`config.mk`:
```
export PLATFORM = sky130hd
export DESIGN_NAME = bf_out_demux4
export DESIGN_NICKNAME = d
export VERILOG_FILES = /design/src/rtl/bf_out_demux4_pkg.sv /design/src/rtl/bf_lane_fifo.sv /design/src/rtl/bf_out_demux4.sv
export SDC_FILE = /design/constraint.sdc
export NUM_CORES = 1
export LEC_CHECK = 0
export BUFFER_PORTS_ARGS = -buffer_cell sky130_fd_sc_hd__buf_2
export CORE_MARGIN = 3
export CORE_UTILIZATION = 50
export CTS_BUF_LIST = sky130_fd_sc_hd__clkbuf_2
export DETAILED_ROUTE_END_ITERATION = 10
export PLACE_DENSITY = 0.71
export SYNTH_ARGS = -nofsm -noshare
export SYNTH_HDL_FRONTEND = slang
export SYNTH_HIERARCHICAL = 1
export SYNTH_SLANG_ARGS = --single-unit
```
`constraint.sdc`:
```
create_clock -name clk -period 5.55 [get_ports clk]
set_input_delay 1.11 -clock clk [delete_from_list [all_inputs] [get_ports clk]]
set_output_delay 1.11 -clock clk [all_outputs]
set_load 0.1 [all_outputs]
```
`src/rtl/bf_out_demux4_pkg.sv`:
```
// Butterfly output-path shared types and sizes.
// Lane count, coefficient width and frame length.
package bf_out_demux4_pkg;
  localparam int DATA_W    = 32;
  localparam int LANES     = 4;
  localparam int FRAME_LEN = 256;

  typedef logic [1:0] lane_sel_t;
endpackage

```
`src/rtl/bf_lane_fifo.sv`:
```
// One demux output lane: shallow FIFO plus
// a frame counter that marks each frame's last word.
module bf_lane_fifo
  import bf_out_demux4_pkg::*;
#(
  parameter int DW    = 32,
  parameter int DEPTH = 2,
  parameter int FLEN  = 256,
  localparam int AW   = $clog2(DEPTH),
  localparam int CW   = $clog2(FLEN)
) (
  input  logic          clk,
  input  logic          rst_n,
  input  logic          clr,
  input  logic          push,
  input  logic [DW-1:0] din,
  input  logic          pop_ready,
  output logic          valid,
  output logic [DW-1:0] dout,
  output logic          last,
  output logic          full,
  output logic [CW-1:0] cnt
);

  logic [DW-1:0] mem [DEPTH];
  logic [AW-1:0] wr_ptr;
  logic [AW-1:0] rd_ptr;
  logic [AW:0]   count;
  logic          empty;
  logic          do_push;
  logic          do_pop;

  assign empty   = (count == '0);
  assign full    = (count == (AW+1)'(DEPTH));
  assign do_push = push && !full;
  assign do_pop  = !empty && pop_ready;

  assign valid = !empty;
  assign dout  = empty ? '0 : mem[rd_ptr];
  assign last  = !empty && (cnt == CW'(FLEN - 1));

  always_ff @(posedge clk or negedge rst_n) begin
    if (!rst_n) begin
      wr_ptr <= '0;
      rd_ptr <= '0;
      count  <= '0;
      cnt    <= '0;
    end else if (clr) begin
      wr_ptr <= '0;
      rd_ptr <= '0;
      count  <= '0;
      cnt    <= '0;
    end else begin
      if (do_push) wr_ptr <= wr_ptr + 1'b1;
      if (do_pop) begin
        rd_ptr <= rd_ptr + 1'b1;
        cnt    <= cnt + 1'b1;
      end
      unique case ({do_push, do_pop})
        2'b10:   count <= count + 1'b1;
        2'b01:   count <= count - 1'b1;
        default: count <= count;
      endcase
    end
  end

  // storage needs no reset: empty lanes never expose it
  always_ff @(posedge clk) begin
    if (!clr && do_push) mem[wr_ptr] <= din;
  end

endmodule

```
`src/rtl/bf_out_demux4.sv`:
```
// Registered 1-to-4 demux with per-lane FIFOs
// on the butterfly output path.
module bf_out_demux4
  import bf_out_demux4_pkg::*;
#(
  parameter int DATA_W    = bf_out_demux4_pkg::DATA_W,
  parameter int DEPTH     = 2,
  parameter int FRAME_LEN = bf_out_demux4_pkg::FRAME_LEN,
  localparam int CW       = $clog2(FRAME_LEN)
) (
  input  logic                  clk,
  input  logic                  rst_n,
  input  logic                  clr,
  input  logic                  in_valid,
  output logic                  in_ready,
  input  lane_sel_t             in_sel,
  input  logic [DATA_W-1:0]     in_data,
  output logic [3:0]            out_valid,
  input  logic [3:0]            out_ready,
  output logic [4*DATA_W-1:0]   out_data,
  output logic [3:0]            out_last,
  output logic [4*CW-1:0]       lane_cnt
);

  logic [3:0] full;
  logic [3:0] push;

  assign in_ready = !full[in_sel];

  for (genvar k = 0; k < 4; k++) begin : g_lane
    assign push[k] = in_valid && in_ready
                     && (in_sel == lane_sel_t'(k));

    bf_lane_fifo #(
      .DW    (DATA_W),
      .DEPTH (DEPTH),
      .FLEN  (FRAME_LEN)
    ) u_fifo (
      .clk       (clk),
      .rst_n     (rst_n),
      .clr       (clr),
      .push      (push[k]),
      .din       (in_data),
      .pop_ready (out_ready[k]),
      .valid     (out_valid[k]),
      .dout      (out_data[k*DATA_W +: DATA_W]),
      .last      (out_last[k]),
      .full      (full[k]),
      .cnt       (lane_cnt[k*CW +: CW])
    );
  end

endmodule

```
==> run summary <==
Status - finished, final reports clean
Drt initial violations - 594
Clock power share - 0.322
Setup tns final - 0 ns
Slowest stage delay, CP - 1.14 ns
Layout Cells excl Fill - 1,464
Most common cell in the synthesized netlist - edfxtp_1
Post-DP HPWL - 17,100 µm
Pwr Density - 308 nW/µm²
Area Growth Syn to Fin - 17.3%
Share of cells above drive strength 1 - 0.323
# clock sinks - 304
Top cells by area, synth - edfxtp_1, mux2i_1, dfrtp_1
Crit Path Max Fanout - 33
Combinational power share - 0.104
Max Slew Vio Count - 0
Placed cell count - 1,331
Sequential Power Share - 0.574
Die W - 163 µm
Initial Util - 0.516
Routed len/inst - 18.9 µm
Switching power - 1.26 mW
Crit path time final - 3.92 ns
Number of max-cap violations - 0
Initial antenna violation count - 1
Clock-pin slew on the worst setup and hold paths - 0.10 ns
Most common flop cell mapped by yosys - edfxtp_1
Number of global-route vias before repair - 7,760
Synthesized instance count - 827
Leakage - 5.52 nW
Endpoint class of the critical path - primary output
CP max stage cell - dfrtp_2
Synth area leader - edfxtp_1
Layout Nets - 1,136
Post-synth top cells - edfxtp_1, nor2_1, mux2i_1, dfrtp_1, a21oi_1
Worst EP arrival - 2.81 ns
Max-slew headroom - 0.230
Post-CTS Hold Fix Bufs - 0
PortBufs - 210
Setup Skew - 0.0404 ns
Clock root buffer - clkbuf_2
Worst-margin pin slew - 1.15 ns
Post-synth ARST share - 0.158
Drt first pass iters - 5
Die footprint - 26,400 µm²
Final setup viols - 0
Final Power - 4.43 mW
Post-synthesis register bit count - 304
Remaining DRCs - 0
Cts bufs inserted - 76
Worst setup margin - 1.63 ns
VDD IR max - 206 µV
Global-route usage over all layers - 0.210
Post-DRT Antenna Nets - 0
Crit-path cells - mux2i_1 -> nor2_1 -> buf_2
CTS Buffer Depth - 3
Sequential area share after synthesis - 0.725
Yosys cell types - 35
Warnings, synthesis - 6
Tightest Hold Check Type - in2async
Vias post-DR - 7,749
Post-synth EDFFs - 256
Post-synth top area share - 0.627
Syn Area/Cell - 14.8 µm²
Via-to-Cell Ratio - 5.29
Post-Route WL - 27,600 µm
Sw frac - 0.284
H-tree depth - 3
IO Pins - 211
CTS tree - done
Final instance area - 14,400 µm²
Clk_lat worst skew - 0.82 ns
Post-CTS resize count - 0
Largest net degree at the start of global routing - 59
Setup CP Type - reg2out
Gpl congestion - 0.803
Required @ worst endpoint - 4.44 ns
Worst slack at placement - 2.15 ns
Site Rows - 56
CP Launch Type - register
Setup repair bufs after CTS - 0
RSZ-0062 raised after global routing - false
Cell-internal power - 3.17 mW
Post-DP Area - 13,700 µm²
Fmax - 255 MHz
Gr ovfl total - 0
Chip height - 163 µm
Mapped Area - 12,300 µm²
Register-to-Register Path Depth - 5
Post-Syn Nets - 873
First-pass GRT wire length - 42,700 µm
Final worst path period share - 0.707
CORE AREA - 23,800 µm²
R2r setup slk - 2.61 ns
Fin. Hold Viols - 0
state kept, by name, indices dropped and copies added, names as in the netlist:
signal / cells
g_lane.u_fifo/count: 8
g_lane.u_fifo/mem: 256
g_lane.u_fifo/rd_ptr: 4
g_lane.u_fifo/cnt: 32
g_lane.u_fifo/wr_ptr: 4
layer usage:
layer	wire length (µm)	track usage	share of wire
met2	13600	0.343	0.49
met3	1830	0.0514	0.066
met1	11800	0.284	0.43
met4	374	0.0627	0.014
met5	0	0	0
worst paths after layout:
kind / from / end
min in group clk: in_data[19] / g_lane[0].u_fifo/mem[1][19]
worst max-delay path: g_lane[1].u_fifo/rd_ptr / out_data[50]
worst min register to register: g_lane[0].u_fifo/cnt[7] / g_lane[0].u_fifo/cnt[7]
worst min-delay path: rst_n / g_lane[1].u_fifo/cnt[0]
max in group asynchronous: rst_n / g_lane[2].u_fifo/rd_ptr
worst max register to register: g_lane[0].u_fifo/count[1] / g_lane[0].u_fifo/mem[1][18]
worst max-delay path, delay by kind of cell, from the launching register on:
family,cells,cell delay (ns)
AND/OR/NAND/NOR,1,0.15
flip-flops,1,1.14
multiplexers,1,0.26
buffers and inverters,1,0.44
power by group through the flow:
stage	Sequential, mW	Combinational, mW	Clock (mW)
2_1_floorplan	2.57	0.357	0
3_3_place_gp	2.59	0.459	0
3_5_place_dp	2.59	0.463	0
4_1_cts	2.54	0.463	1.48
5_1_grt	2.54	0.483	1.59
6_report	2.54	0.460	1.43
kinds of logic after synthesis:
logic type / count (synthesis) / share of synthesized area
flip-flops: 304 / 0.725
AND/OR/NAND/NOR: 252 / 0.0960
multiplexers: 136 / 0.112
AO/OA/AOI/OAI: 70 / 0.0347
buffers and inverters: 49 / 0.0187
XOR/XNOR: 12 / 0.00858
adder cells (fa/ha/maj): 4 / 0.00409
through the flow:
step                hold slack (ns)  utilization
floorplan                     0.529            -
global placement              0.554        0.577
detailed placement            0.561        0.577
CTS                           0.317        0.605
global route                  0.333        0.605
finish                        0.390        0.605
area by class of cell:
type,count,area [µm²]
Tap cell,319,399
Clock inverter,20,108
Timing Repair Buffer,224,1160
Fill cell,1906,9390
Antenna cell,1,2.50
Clock buffer,112,561
Sequential cell,304,8890
Inverter,10,37.5
Multi-Input combinational cell,474,3210
cell usage in the layout, fill, tap and decap left out, types with 2 or more instances in the layout:
cell type,netlist,layout
dfrtp_2,0,4
nor3b_2,0,4
nor3b_1,12,8
ha_1,4,4
inv_1,10,10
a21oi_1,32,32
nand2_1,22,22
mux2i_1,132,132
or4_1,10,10
o211ai_1,4,4
buf_4,0,14
nor4_1,6,6
nand3_2,3,3
xor2_1,12,12
nand2b_1,4,4
nand3b_1,4,4
dfrtp_1,48,44
clkinv_1,0,15
clkinv_2,0,2
nor2_1,155,151
edfxtp_1,256,256
clkbuf_2,0,112
nor2b_1,7,7
o31ai_1,10,10
nor2_4,0,4
buf_2,30,210
nor3_2,0,4
nand3_1,5,5
or3_1,11,11
o21ai_4,3,3
and2_0,3,3
o21ai_0,19,19
mux2_2,3,3
Note: power is estimated with default switching activity, not from simulation.
